File: src/rtl/ysyx_25040109_csr_pkg.sv
// Shared CSR constants, system-op encoding and trap sequencer state enum.
// Latency: n/a (declarations only).
// Backpressure: n/a.
package ysyx_25040109_csr_pkg;

  localparam logic [11:0] CSR_MSTATUS = 12'h300;
  localparam logic [11:0] CSR_MTVEC   = 12'h305;
  localparam logic [11:0] CSR_MEPC    = 12'h341;
  localparam logic [11:0] CSR_MCAUSE  = 12'h342;

  localparam int MSTATUS_MIE    = 3;
  localparam int MSTATUS_MPIE   = 7;
  localparam int MSTATUS_MPP_LO = 11;
  localparam int MSTATUS_MPP_HI = 12;

  typedef enum logic [2:0] {
    OP_CSRRW = 3'd0,
    OP_CSRRS = 3'd1,
    OP_CSRRC = 3'd2,
    OP_ECALL = 3'd3,
    OP_MRET  = 3'd4
  } sys_op_e;

  typedef enum logic [2:0] {
    ST_IDLE   = 3'd0,
    ST_CSR    = 3'd1,
    ST_EPC    = 3'd2,
    ST_CAUSE  = 3'd3,
    ST_STAT_E = 3'd4,
    ST_STAT_M = 3'd5,
    ST_REDIR  = 3'd6
  } seq_state_e;

endpackage

File: src/rtl/ysyx_25040109_trap_seq_if.sv
// Execute -> trap sequencer request channel (one system instruction per handshake).
// Latency: n/a (wires only).
// Backpressure: in_ready low while the sequencer is busy; master holds the request.
interface ysyx_25040109_trap_seq_if #(
  parameter int DATA_WIDTH = 32
);
  logic                  in_valid;
  logic                  in_ready;
  logic [2:0]            op;
  logic [DATA_WIDTH-1:0] in_pc;
  logic [11:0]           in_csr_addr;
  logic [4:0]            in_rs1_idx;
  logic [DATA_WIDTH-1:0] in_rs1_val;
  logic [4:0]            in_rd;

  modport master (
    output in_valid, op, in_pc, in_csr_addr, in_rs1_idx, in_rs1_val, in_rd,
    input  in_ready
  );

  modport slave (
    input  in_valid, op, in_pc, in_csr_addr, in_rs1_idx, in_rs1_val, in_rd,
    output in_ready
  );
endinterface

File: src/rtl/ysyx_25040109_csr_alu.sv
// New CSR value for CSRRW/CSRRS/CSRRC from the old value and rs1.
// Latency: combinational.
// Backpressure: none.
module ysyx_25040109_csr_alu
  import ysyx_25040109_csr_pkg::*;
#(
  parameter int DATA_WIDTH = 32
) (
  input  logic [2:0]            op,
  input  logic [DATA_WIDTH-1:0] old_val,
  input  logic [DATA_WIDTH-1:0] rs1_val,
  output logic [DATA_WIDTH-1:0] new_val
);

  // Set/clear merge rs1 into the old value; anything else is a plain swap.
  always_comb begin
    new_val = rs1_val;
    case (op)
      OP_CSRRS: new_val = old_val | rs1_val;
      OP_CSRRC: new_val = old_val & ~rs1_val;
      default:  new_val = rs1_val;
    endcase
  end

endmodule

File: src/rtl/ysyx_25040109_trap_seq.sv
// Trap/CSR sequencer: serialises ECALL/MRET/CSRRx CSR writes, writes old CSR to rd, redirects PC.
// Latency: CSRRx 1 cycle, MRET 2, ECALL 4, illegal 1 (done pulse) after accept.
// Backpressure: in_ready only in IDLE; requests arriving while busy are held upstream.
module ysyx_25040109_trap_seq
  import ysyx_25040109_csr_pkg::*;
#(
  parameter int                    DATA_WIDTH  = 32,
  parameter logic [DATA_WIDTH-1:0] ECALL_CAUSE = DATA_WIDTH'(11)
) (
  input  logic                  clk,
  input  logic                  rst,
  ysyx_25040109_trap_seq_if.slave req,
  input  logic [DATA_WIDTH-1:0] csr_rdata,
  input  logic [DATA_WIDTH-1:0] mepc_in,
  input  logic [DATA_WIDTH-1:0] mtvec_in,
  output logic                  csr_we,
  output logic [11:0]           csr_addr,
  output logic [DATA_WIDTH-1:0] csr_wdata,
  output logic                  gpr_wen,
  output logic [4:0]            gpr_waddr,
  output logic [DATA_WIDTH-1:0] gpr_wdata,
  output logic                  redir_valid,
  output logic [DATA_WIDTH-1:0] redir_pc,
  output logic                  done
);

  seq_state_e            state_q, state_d;
  logic [2:0]            op_q, op_d;
  logic [DATA_WIDTH-1:0] pc_q, pc_d;
  logic [DATA_WIDTH-1:0] rs1_val_q, rs1_val_d;
  logic                  in_ready_q, in_ready_d;
  logic                  csr_we_q, csr_we_d;
  logic [11:0]           csr_addr_q, csr_addr_d;
  logic                  gpr_wen_q, gpr_wen_d;
  logic [4:0]            gpr_waddr_q, gpr_waddr_d;
  logic                  redir_valid_q, redir_valid_d;
  logic                  done_q, done_d;
  logic [DATA_WIDTH-1:0] alu_wdata;
  logic [DATA_WIDTH-1:0] mstatus_new;

  ysyx_25040109_csr_alu #(.DATA_WIDTH(DATA_WIDTH)) u_csr_alu (
    .op      (op_q),
    .old_val (csr_rdata),
    .rs1_val (rs1_val_q),
    .new_val (alu_wdata)
  );

  // Next state plus the control outputs that belong to the state being entered.
  always_comb begin
    state_d       = state_q;
    op_d          = op_q;
    pc_d          = pc_q;
    rs1_val_d     = rs1_val_q;
    csr_we_d      = 1'b0;
    csr_addr_d    = '0;
    gpr_wen_d     = 1'b0;
    gpr_waddr_d   = '0;
    redir_valid_d = 1'b0;
    done_d        = 1'b0;
    case (state_q)
      ST_IDLE: begin
        if (req.in_valid && in_ready_q) begin
          op_d      = req.op;
          pc_d      = req.in_pc;
          rs1_val_d = req.in_rs1_val;
          case (req.op)
            OP_CSRRW, OP_CSRRS, OP_CSRRC: begin
              state_d     = ST_CSR;
              csr_addr_d  = req.in_csr_addr;
              // rs1 = x0 turns set/clear into a pure read.
              csr_we_d    = (req.op == OP_CSRRW) || (req.in_rs1_idx != 5'd0);
              gpr_wen_d   = (req.in_rd != 5'd0);
              gpr_waddr_d = req.in_rd;
              done_d      = 1'b1;
            end
            OP_ECALL: begin
              state_d    = ST_EPC;
              csr_addr_d = CSR_MEPC;
              csr_we_d   = 1'b1;
            end
            OP_MRET: begin
              state_d    = ST_STAT_M;
              csr_addr_d = CSR_MSTATUS;
              csr_we_d   = 1'b1;
            end
            // Illegal op retires immediately with no side effects.
            default: done_d = 1'b1;
          endcase
        end
      end
      ST_CSR:   state_d = ST_IDLE;
      ST_EPC: begin
        state_d    = ST_CAUSE;
        csr_addr_d = CSR_MCAUSE;
        csr_we_d   = 1'b1;
      end
      ST_CAUSE: begin
        state_d    = ST_STAT_E;
        csr_addr_d = CSR_MSTATUS;
        csr_we_d   = 1'b1;
      end
      ST_STAT_E, ST_STAT_M: begin
        state_d       = ST_REDIR;
        redir_valid_d = 1'b1;
        done_d        = 1'b1;
      end
      ST_REDIR: state_d = ST_IDLE;
      default:  state_d = ST_IDLE;
    endcase
    in_ready_d = (state_d == ST_IDLE);
  end

  // State, latched instruction fields and registered control outputs.
  always_ff @(posedge clk or negedge rst) begin
    if (!rst) begin
      state_q       <= ST_IDLE;
      op_q          <= '0;
      pc_q          <= '0;
      rs1_val_q     <= '0;
      in_ready_q    <= 1'b1;
      csr_we_q      <= 1'b0;
      csr_addr_q    <= '0;
      gpr_wen_q     <= 1'b0;
      gpr_waddr_q   <= '0;
      redir_valid_q <= 1'b0;
      done_q        <= 1'b0;
    end else begin
      state_q       <= state_d;
      op_q          <= op_d;
      pc_q          <= pc_d;
      rs1_val_q     <= rs1_val_d;
      in_ready_q    <= in_ready_d;
      csr_we_q      <= csr_we_d;
      csr_addr_q    <= csr_addr_d;
      gpr_wen_q     <= gpr_wen_d;
      gpr_waddr_q   <= gpr_waddr_d;
      redir_valid_q <= redir_valid_d;
      done_q        <= done_d;
    end
  end

  // Write data depends on the old CSR value read back through csr_addr this
  // same cycle, so it is muxed live and gated by the registered write enable.
  always_comb begin
    mstatus_new = csr_rdata;
    case (state_q)
      ST_STAT_E: begin
        mstatus_new[MSTATUS_MPIE]                  = csr_rdata[MSTATUS_MIE];
        mstatus_new[MSTATUS_MIE]                   = 1'b0;
        mstatus_new[MSTATUS_MPP_HI:MSTATUS_MPP_LO] = 2'b11;
      end
      ST_STAT_M: begin
        mstatus_new[MSTATUS_MIE]                   = csr_rdata[MSTATUS_MPIE];
        mstatus_new[MSTATUS_MPIE]                  = 1'b1;
        mstatus_new[MSTATUS_MPP_HI:MSTATUS_MPP_LO] = 2'b11;
      end
      default: mstatus_new = csr_rdata;
    endcase

    csr_wdata = '0;
    if (csr_we_q) begin
      case (state_q)
        ST_CSR:               csr_wdata = alu_wdata;
        ST_EPC:               csr_wdata = pc_q;
        ST_CAUSE:             csr_wdata = ECALL_CAUSE;
        ST_STAT_E, ST_STAT_M: csr_wdata = mstatus_new;
        default:              csr_wdata = '0;
      endcase
    end
  end

  assign req.in_ready = in_ready_q;
  assign csr_we       = csr_we_q;
  assign csr_addr     = csr_addr_q;
  assign gpr_wen      = gpr_wen_q;
  assign gpr_waddr    = gpr_waddr_q;
  assign gpr_wdata    = gpr_wen_q ? csr_rdata : '0;
  assign redir_valid  = redir_valid_q;
  // Target is sampled in REDIR so an ECALL sees the mepc it just wrote.
  assign redir_pc     = redir_valid_q ? ((op_q == OP_MRET) ? mepc_in : mtvec_in) : '0;
  assign done         = done_q;

endmodule

File: src/flat_wrapper.sv
// flat-port wrapper written by rule: the top's interface ports become plain ports
module ysyx_25040109_trap_seq_flat import ysyx_25040109_csr_pkg::*;
#(
  parameter int                    DATA_WIDTH  = 32,
  parameter logic [DATA_WIDTH-1:0] ECALL_CAUSE = DATA_WIDTH'(11)
)
  (clk, rst, csr_rdata, mepc_in, mtvec_in, csr_we, csr_addr, csr_wdata, gpr_wen, gpr_waddr, gpr_wdata, redir_valid, redir_pc, done, req_in_valid, req_op, req_in_pc, req_in_csr_addr, req_in_rs1_idx, req_in_rs1_val, req_in_rd, req_in_ready);
  ysyx_25040109_trap_seq_if #(.DATA_WIDTH(DATA_WIDTH)) req_i ();
  input  logic clk;
  input  logic rst;
  input  logic [DATA_WIDTH-1:0] csr_rdata;
  input  logic [DATA_WIDTH-1:0] mepc_in;
  input  logic [DATA_WIDTH-1:0] mtvec_in;
  output logic csr_we;
  output logic [11:0] csr_addr;
  output logic [DATA_WIDTH-1:0] csr_wdata;
  output logic gpr_wen;
  output logic [4:0] gpr_waddr;
  output logic [DATA_WIDTH-1:0] gpr_wdata;
  output logic redir_valid;
  output logic [DATA_WIDTH-1:0] redir_pc;
  output logic done;
  input wire logic [$bits(req_i.in_valid)-1:0] req_in_valid;
  input wire logic [$bits(req_i.op)-1:0] req_op;
  input wire logic [$bits(req_i.in_pc)-1:0] req_in_pc;
  input wire logic [$bits(req_i.in_csr_addr)-1:0] req_in_csr_addr;
  input wire logic [$bits(req_i.in_rs1_idx)-1:0] req_in_rs1_idx;
  input wire logic [$bits(req_i.in_rs1_val)-1:0] req_in_rs1_val;
  input wire logic [$bits(req_i.in_rd)-1:0] req_in_rd;
  output wire logic [$bits(req_i.in_ready)-1:0] req_in_ready;
  assign req_i.in_valid = req_in_valid;
  assign req_i.op = req_op;
  assign req_i.in_pc = req_in_pc;
  assign req_i.in_csr_addr = req_in_csr_addr;
  assign req_i.in_rs1_idx = req_in_rs1_idx;
  assign req_i.in_rs1_val = req_in_rs1_val;
  assign req_i.in_rd = req_in_rd;
  assign req_in_ready = req_i.in_ready;
  ysyx_25040109_trap_seq #(.DATA_WIDTH(DATA_WIDTH), .ECALL_CAUSE(ECALL_CAUSE)) u_core (.clk(clk), .rst(rst), .req(req_i), .csr_rdata(csr_rdata), .mepc_in(mepc_in), .mtvec_in(mtvec_in), .csr_we(csr_we), .csr_addr(csr_addr), .csr_wdata(csr_wdata), .gpr_wen(gpr_wen), .gpr_waddr(gpr_waddr), .gpr_wdata(gpr_wdata), .redir_valid(redir_valid), .redir_pc(redir_pc), .done(done));
endmodule
File: config.mk
export PLATFORM = sky130hd
export DESIGN_NAME = ysyx_25040109_trap_seq_flat
export DESIGN_NICKNAME = d
export VERILOG_FILES = /design/src/rtl/ysyx_25040109_csr_pkg.sv /design/src/rtl/ysyx_25040109_trap_seq_if.sv /design/src/rtl/ysyx_25040109_csr_alu.sv /design/src/rtl/ysyx_25040109_trap_seq.sv /design/src/flat_wrapper.sv
export SDC_FILE = /design/constraint.sdc
export NUM_CORES = 1
export LEC_CHECK = 0
export ABC_AREA = 0
export BUFFER_PORTS_ARGS = -buffer_cell sky130_fd_sc_hd__buf_2
export CELL_PAD_IN_SITES_DETAIL_PLACEMENT = 1
export CELL_PAD_IN_SITES_GLOBAL_PLACEMENT = 1
export CORE_UTILIZATION = 30
export CTS_CLUSTER_SIZE = 24
export DETAILED_ROUTE_END_ITERATION = 7
export GPL_ROUTABILITY_DRIVEN = 0
export PLACE_DENSITY_LB_ADDON = 0.1
export SETUP_SLACK_MARGIN = 0.15
export SLEW_MARGIN = 20
export SYNTH_ARGS = -nofsm -noshare
export SYNTH_HDL_FRONTEND = slang
export SYNTH_HIERARCHICAL = 1
export SYNTH_SLANG_ARGS = --single-unit
File: constraint.sdc
create_clock -name clk -period 1.6 [get_ports clk]
set_input_delay 0.24 -clock clk [delete_from_list [all_inputs] [get_ports clk]]
set_output_delay 0.24 -clock clk [all_outputs]
set_load 0.03 [all_outputs]
Word level (Yosys, flattened, before mapping). Index checks and enable logic that the tools add are counted.

Register bits after elaboration: 92. Output and inout port bits: 118.

Mux-type cells: 27. Equal/unequal tests: 12. Reductions and logical operators: 12. Bitwise gates (word level): 3.

Operators by type and width (number): two-way mux 32 bit (4); case mux 32 bit (4 select lines) (1); case mux 12 bit (3 select lines) (2); case mux 32 bit (2 select lines) (1); AND 32 bit (1); NOT 32 bit (1); OR 32 bit (1); == test 3 x 2 -> 1 bit, second input constant (5); two-way mux 5 bit (3); == test 3 bit, second input constant (4); two-way mux 12 bit (1); case mux 3 bit (4 select lines) (1); case mux 1 bit (2 select lines) (5); nonzero test 5 bit (2); == test 3 x 1 -> 1 bit, second input constant (3); logical NOT 3 bit (3); case mux 3 bit (3 select lines) (1); two-way mux 1 bit (7); OR reduction 2 bit (3); two-way mux 3 bit (1); OR reduction 3 bit (1); AND reduction 2 bit (1); logical AND 1 bit (1); logical OR 1 bit (1).

Logic depth before layout (Yosys ltp). Gate-level depths: netlist of run 1.

Depth after elaboration: 6. Gate-level depth with buffers: 8. Depth with buffers taken out: 6.

Cells and area by module. The synthesis of run 1 kept the hierarchy.

Modules (own cells, without submodules): ysyx_25040109_trap_seq (times used 1, seq. area each 2303.5 µm², area an instance 5126.2 µm², cells each 515); ysyx_25040109_csr_alu (times used 1, seq. area each 0.0 µm², area an instance 973.4 µm², cells each 112).

Worst setup path after synthesis of run 1. Ideal clock, no wire load.

Kind: register to output. Start: register u_core.op_q[1]. End: output port csr_wdata[0]. Arrival time: 2.011 ns. Buffers on the path: 2. Stages on the path, launching flop included: 8. Required time: 1.360 ns. Path slack: -0.651 ns. Cells stage by stage: dfrtp_1 > buf_4 > o21ba_4 > buf_6 > a21oi_2 > a311oi_2 > a21oi_1 > a221oi_1.

Word-level cells in the longest chain between the ends: 4.

RTL lines: start, declared (RTL line ysyx_25040109_trap_seq.sv:28) `logic [2:0] op_q, op_d;`; start signal, assigned (RTL line ysyx_25040109_trap_seq.sv:129) `op_q <= op_d;`; == test 3 x 2 -> 1 bit / == test 3 x 1 -> 1 bit (equally long branches) (RTL line ysyx_25040109_csr_alu.sv:18) `case (op)`; case mux 32 bit (2 select lines) (*) (RTL line ysyx_25040109_csr_alu.sv:18); net u_core.alu_wdata[0] (RTL line ysyx_25040109_trap_seq.sv:38) `logic [DATA_WIDTH-1:0] alu_wdata;`; case mux 32 bit (4 select lines) (*) (RTL line ysyx_25040109_trap_seq.sv:162) `case (state_q)`; two-way mux 32 bit (*) (RTL line ysyx_25040109_trap_seq.sv:161) `if (csr_we_q) begin`; end, declared (RTL line flat_wrapper.sv:16) `output logic [DATA_WIDTH-1:0] csr_wdata;`.

Mark *: on every way through the listed nets, which the timed path passes. The rest lies on a longest branch.

Worst setup path after layout of run 1.
Start: register u_core.op_q[1]. End: output port csr_wdata[20].

Same word-level chain as after synthesis.

==> results of run 1 <==
==> sequential cells by signal (all words and copies together), names as in the netlist <==
name	count
u_core/csr_we	1
u_core/csr_addr	12
u_core/redir_valid	1
u_core/state_q	3
u_core/req.in_ready	1
u_core/gpr_waddr	5
u_core/gpr_wen	1
u_core/op_q	3
u_core/done	1
u_core/rs1_val_q	32
u_core/pc_q	32
==> power by group through the flow <==
stage / Sequential (mW) / Clock [mW] / Combinational (mW)
5_1_grt: 4.58 / 2.45 / 15.9
2_1_floorplan: 4.36 / 0 / 8.28
3_5_place_dp: 4.40 / 0 / 12.4
3_3_place_gp: 4.32 / 0 / 12.1
4_1_cts: 4.38 / 2.37 / 14.2
6_report: 4.45 / 2.33 / 15.1
==> worst min-delay path by stage <==
stage,startpoint,end,cells past startpoint
6_report,req_in_csr_addr[7],u_core/csr_addr[7],2
5_1_grt,req_in_csr_addr[10],u_core/csr_addr[10],2
3_3_place_gp,rst,u_core/pc_q[26],1
4_1_cts,req_in_csr_addr[10],u_core/csr_addr[10],2
2_1_floorplan,rst,u_core/csr_addr[0],0
3_5_place_dp,rst,u_core/pc_q[23],1
==> layout by cell type (no fill, tap or decap), types with 4 or more instances in the layout <==
master / synthesis / final
buf_6: 4 / 93
nand2_2: 1 / 41
a21boi_4: 0 / 32
diode_2: 0 / 5
o21ai_0: 6 / 5
dfrtp_1: 91 / 87
dfrtp_2: 0 / 4
nor2_1: 39 / 37
buf_4: 2 / 67
a21oi_1: 35 / 6
nand2_1: 95 / 54
clkbuf_16: 0 / 14
buf_2: 26 / 207
nor2b_1: 28 / 26
a32oi_1: 26 / 24
a21oi_4: 0 / 10
and2_1: 48 / 7
mux2_4: 0 / 64
buf_16: 0 / 8
buf_12: 0 / 38
and2_4: 0 / 41
a311oi_2: 30 / 29
a21oi_2: 30 / 49
==> worst max-delay path: stages, from the launching register on <==
cell and delay [ns]:
dfrtp_2 0.45, o21ba_4 0.26, buf_6 0.14, buf_12 0.15
a21oi_2 0.13, a311oi_2 0.05, a32oi_1 0.30, a21oi_2 0.10
buf_6 0.14
==> per-layer routing <==
layer	wire length, µm	vias to the layer above	global-route usage, %
met5	0	-	0
met3	1460	33	3.91
met4	596	0	7.53
met1	11500	3335	30.9
met2	14200	259	44.1
li1	-	3007	-
==> kinds of logic after synthesis <==
| logic type | Yosys count |
|---|---|
| AND/OR/NAND/NOR | 229 |
| AO/OA/AOI/OAI | 181 |
| flip-flops | 92 |
| multiplexers | 68 |
| buffers and inverters | 57 |
==> stage by stage <==
stage | setup TNS [ns] | cells
floorplan | -11.05 | 627
global placement | -22.26 | 1214
detailed placement | -25.24 | 1214
CTS | -59.28 | 1259
global route | -75.06 | 1277
finish | -63.47 | 1277
==> cell type report <==
| class | instances | area, µm² |
|---|---|---|
| Clock buffer | 11 | 233 |
| Timing Repair Buffer | 421 | 3730 |
| Clock inverter | 5 | 83.8 |
| Multi-Input combinational cell | 478 | 4650 |
| Tap cell | 265 | 332 |
| Fill cell | 2123 | 8360 |
| Sequential cell | 92 | 2310 |
| Antenna cell | 5 | 12.5 |
==> what timing repair did <==
action | in CTS | in global routing
cloned | 9 | 6
hold endpoints to repair | 29 | 0
hold buffers | 1 | 0
setup endpoints to repair | 180 | 187
resized for setup | 177 | 130
setup buffers | 19 | 7
pin swaps | 34 | 60
==> qor.txt, run 1 <==
Status: finished with violations
Violated checks: setup timing
Power per standard cell area: 1930 nW/µm²
CORE AREA: 19700 µm²
FF-to-FF End: u_core/rs1_val_q[2]
Per-cell routed wire length: 21.7 µm
Clk pwr share: 10.6%
DRC viols: 0
First DRT Iteration DRCs: 251
Post-DP HPWL: 18600 µm
P_leak: 5.03 nW
Critical Path Sink: csr_wdata[20]
Complex-gate fraction of the synthesized area: 25.7%
Die Wd: 145 µm
Number of I/O port buffers: 305
Via count: 6634
Main synth FF type: dfrtp_1
Initial antenna violation count: 5
Total power: 21.9 mW
Worst-path maximum fanout: 6
Worst setup margin: -0.698 ns
R2r setup slk: -0.38 ns
Mapped Avg Cell Area: 9.73 µm²
Comb pwr share: 69.1%
Fin. Hold Viols: 0
Max Root-Sink Buffers: 2
# clock sinks: 92
Vias/cell: 5.19
Critical Path RT: 1.36 ns
Post-synth EDFFs: 0
Simple-gate share of the synthesized area: 18.4%
XOR/XNOR Fraction of Synth Area: 0%
Layout cells sized above 1: 72.8%
GRT Overall Usage: 24.9%
Mux cell area share after synthesis: 12.5%
Flops & latches, synth: 92
Synth Instances: 627
Worst Setup End Kind: output pin
Die area: 20900 µm²
Row cnt: 51
Pins Over Slew Limit: 0
Synth area leader: dfrtp_1
Peak VDD IR: 1.10 mV
Synth area leaders: dfrtp_1, mux2_1, a311oi_2
Seq pwr share: 20.3%
Worst hold slack: 0.102 ns
H-tree levels: 3
Layout net count: 1190
Unrepaired setup endpoints after global routing: yes
Async SR Flop Fraction: 100%
Worst path arrival time: 2.06 ns
I/O Pins: 306
Drt first pass iters: 4
Vias in the first global route: 6998
Ys Warns: 6
Register area share after synthesis: 37.8%
Net Count, Synth: 815
Worst R2R Start: u_core/state_q[0]
CTS tree: yes
Largest family of logic cells by synthesized area: compound AO/OA/AOI/OAI gates
Sw Ratio: 43.0%
Top post-synthesis cells by count: nand2_1, dfrtp_1, mux2_1, and2_1, nor2_1
CTS buffer count: 9
Share of the synthesized area in the top cell type: 37.3%
Critical path class: register to output pin
Clock slew at reported path FFs: 0.07 ns
Global-route wire length before repair: 39200 µm
Placed inst area: 9390 µm²
Largest net degree at the start of global routing: 34
Clock Skew: 0.00626 ns
Setup Viol. Count Final: 151
Min-delay worst type: input pin to register
Clock latency on the worst-skew pair: 0.34 ns
Post-layout util: 57.6%
Crit start category: register
Post-layout min period: 2.30 ns
P&R area growth vs syn: 86.2%
Top-count cell post-synth: nand2_1
Die H: 145 µm
Worst slew pin tran: 0.530 ns
Placement Setup Slack: -0.390 ns
Int Pwr: 12.5 mW
Adder-Cell Fraction of Synth Area: 0%
Post-route ant nets: 0
Root buf cell: clkbuf_16
Grt ovf: 0
NetSw: 9.43 mW
Initial Util: 30.9%
Tcrit/Tclk final: 144%
Routed WL: 27800 µm
Synthesized area: 6100 µm²
Fin area: 11400 µm²
Max transition margin: 64.7%
Crit path from: u_core/op_q[1]
R2r worst-path depth: 8
Library cells used by synthesis: 48
Max-cap violations: 0
Max Clock Freq: 435 MHz
Power figures use the tool's default switching activity.
==> inputs of run 2 (changes only) <==
- ABC_AREA: 0 -> 1
- CORE_UTILIZATION: 30 -> 28
- PLACE_DENSITY_LB_ADDON: 0.1 -> 0.05
==> run 2 against run 1 <==
  * The run still ends with setup timing left
  * First-iteration DRC count decreased by 4.8%
  * Non-clock buffer count grew 9
  * Cell count is 26% higher
  * Highest routed layer unchanged
  * Design area increased by 9.9%
  * Sequential share of layout area shrank 1.8 points
  * Wire length grew 14%
  * Via count up 16%
  * Combinational power is essentially flat
  * Worst setup slack gained 0.21 ns
  * Sequential power shrank 3%
  * Flip-flop and latch count is the same
  * Total power decreased by 1.6%
==> qor.txt, run 2 <==
Violated checks: setup timing
CTS buffer count: 9 (unchanged)
Die Wd: 149 µm (+2.9%)
Worst hold slack: 0.0783 ns (-0.0235 ns)
Top-count cell post-synth: nand2_1
Worst-path maximum fanout: 7 (+1)
H-tree levels: 3 (unchanged)
Initial antenna violation count: 1 (-4)
Hold path depth: 3 (+1)
P_leak: 6.66 nW (+32%)
Leading cell type in the layout, fill and taps excluded: nand2_1
# clock sinks: 92 (unchanged)
Status: finished with violations
Initial Util: 28.6% (-2.3 points)
Grt ovf: 0 (unchanged)
Total power: 21.6 mW (-1.6%)
Fin area: 12500 µm² (+9.9%)
Clock Skew: 0.00936 ns (+0.00309 ns)
Library cells used by synthesis: 29 (-40%)
Grt met2 use: 46.7% (+2.6 points)
Met3 usage: 4.77% (+0.86 points)
Setup Viol. Count Final: 160 (+6.0%)
Tcrit/Tclk final: 131% (-13 points)
First DRT Iteration DRCs: 239 (-4.8%)
Dpl cells: 1515 (+25%)
Via count: 7699 (+16%)
Post-synth EDFFs: 0 (unchanged)
Min-delay worst type: input pin to register
Row cnt: 53 (+3.9%)
Vias in the first global route: 7801 (+11%)
Global Route met1 Usage: 30.4% (-0.55 points)
Fin. Hold Viols: 0 (unchanged)
XOR/XNOR Fraction of Synth Area: 0% (unchanged)
Drt first pass iters: 4 (unchanged)
Largest family of logic cells by synthesized area: simple AND/OR/NAND/NOR gates
Register area share after synthesis: 38.2% (+0.40 points)
Synthesized area: 6040 µm² (-1.0%)
Critical Path RT: 1.36 ns (about the same)
CTS tree: yes
Max transition margin: 64.3% (-0.42 points)
Worst setup margin: -0.489 ns (+0.209 ns)
Async SR Flop Fraction: 100% (unchanged)
DRC viols: 0 (unchanged)
Max-cap violations: 0 (unchanged)
Clock slew at reported path FFs: 0.07 ns (about the same)
Most frequent cells in the layout: nand2_1, buf_2, nand2_2
Unrepaired setup endpoints after global routing: yes
Main synth FF type: dfrtp_1
Synth area leaders: dfrtp_1, nand2_1, nor2_1
Worst path arrival time: 1.85 ns (-0.21 ns)
R2r worst-path depth: 12 (+4)
Layout net count: 1516 (+27%)
Global routing's busiest layer: met2
Critical path class: register to output pin
Per-cell routed wire length: 19.6 µm (-9.9%)
GRT Overall Usage: 25.8% (+0.84 points)
Finished Layout Cells: 1609 (+26%)
Global-route wire length before repair: 43000 µm (+9.6%)
Synth area leader: dfrtp_1
Power per standard cell area: 1730 nW/µm² (-10%)
Net Count, Synth: 1124 (+38%)
Root buf cell: clkbuf_16
Post-DP HPWL: 17300 µm (-6.9%)
Die area: 22100 µm² (+5.9%)
Worst Setup End Kind: output pin
Adder-Cell Fraction of Synth Area: 0% (unchanged)
Largest net degree at the start of global routing: 55 (+62%)
Post-layout min period: 2.09 ns (-0.209 ns)
Simple-gate share of the synthesized area: 45.2% (+27 points)
Top post-synthesis cells by count: nand2_1, nor2_1, inv_1, dfrtp_1, o21ai_0
Post-route ant nets: 0 (unchanged)
Routed WL: 31500 µm (+14%)
CORE AREA: 21100 µm² (+6.9%)
I/O Pins: 306 (unchanged)
Clock latency on the worst-skew pair: 0.36 ns (+0.02 ns)
Layout cells sized above 1: 67.2% (-5.6 points)
Pins Over Slew Limit: 0 (unchanged)
Number of I/O port buffers: 305 (unchanged)
Crit start category: register
Max Clock Freq: 479 MHz (+10%)
Worst slew pin tran: 0.535 ns (+0.00565 ns)
Synth Instances: 936 (+49%)
Max Root-Sink Buffers: 2 (unchanged)
Mux cell area share after synthesis: 0% (-13 points)
P&R area growth vs syn: 107%
Die H: 149 µm (+2.9%)
Share of the synthesized area in the top cell type: 37.7% (+0.39 points)
Peak VDD IR: 0.900 mV (-18%)
Complex-gate fraction of the synthesized area: 4.56% (-21 points)
Mapped Avg Cell Area: 6.45 µm² (-34%)
Vias/cell: 4.78 (-7.9%)
Placed inst area: 8650 µm² (-7.9%)
Ys Warns: 6 (unchanged)
Flops & latches, synth: 92 (unchanged)
-- run 2: what timing repair did --
item / 4_1_cts / 5_1_grt
endpoints found under the setup margin: 176 / 190
cloned: 22 / 13
resized for setup: 307 / 423
pin swaps: 23 / 98
setup buffers: 29 / 12
endpoints found under the hold margin: 9 / 0
hold buffers: 1 / 0
-- run 2: worst paths after layout --
path                                         from              endpoint  slack (ns)
worst max-delay path               u_core/op_q[0]         csr_wdata[17]       -0.49
min in group asynchronous                     rst  u_core/rs1_val_q[21]        0.27
worst min register to register    u_core/pc_q[13]       u_core/pc_q[13]        0.49
worst max register to register  u_core/state_q[2]  u_core/rs1_val_q[22]       -0.43
max in group asynchronous                     rst       u_core/pc_q[13]        0.68
worst min-delay path                req_in_pc[15]       u_core/pc_q[15]        0.08
-- run 2: power by group --
| part | total, mW | switching (mW) | internal, mW |
|---|---|---|---|
| Combinational | 15.0 | 8.17 | 6.78 |
| Sequential | 4.30 | 1.02 | 3.28 |
| Clock | 2.32 | 1.08 | 1.24 |
-- run 2: layout make-up --
class | instances | area, µm²
diodes | 1 | 2.50
clock buffers | 9 | 225
clock inverters | 7 | 81.3
fillers | 2464 | 8610
inverters | 116 | 443
multi-input cells | 679 | 4830
flip-flops and latches | 92 | 2310
well taps | 275 | 344
repair buffers | 430 | 4240
-- run 2: logic make-up after synthesis --
group / count (synthesis)
AO/OA/AOI/OAI: 52
AND/OR/NAND/NOR: 627
flip-flops: 92
buffers and inverters: 165
-- run 2: per-stage QoR --
stage	TNS (ns)	setup slack [ns]	utilization, %
2_1_floorplan	0	0.0473	-
3_3_place_gp	-2.00	-0.0714	41.0
3_5_place_dp	-2.87	-0.108	41.0
4_1_cts	-47.03	-0.441	51.1
5_1_grt	-68.93	-0.555	59.2
6_report	-58.00	-0.489	59.2
-- run 2: worst max-delay path, stage by stage (launching register included) --
cell and delay, ns:
dfrtp_2 0.48, inv_4 0.10, nand2_4 0.06, nand2_8 0.14
clkbuf_16 0.18, nand3_2 0.08, nand2_2 0.06, nand2_1 0.06
nand3_1 0.09, nand2_1 0.07, inv_2 0.05, buf_6 0.12
-- run 2: layer usage --
metal	vias to the layer above	wire length, µm
met4	0	826
met2	263	16400
met5	-	0
met1	3775	12500
met3	49	1760
li1	3612	-
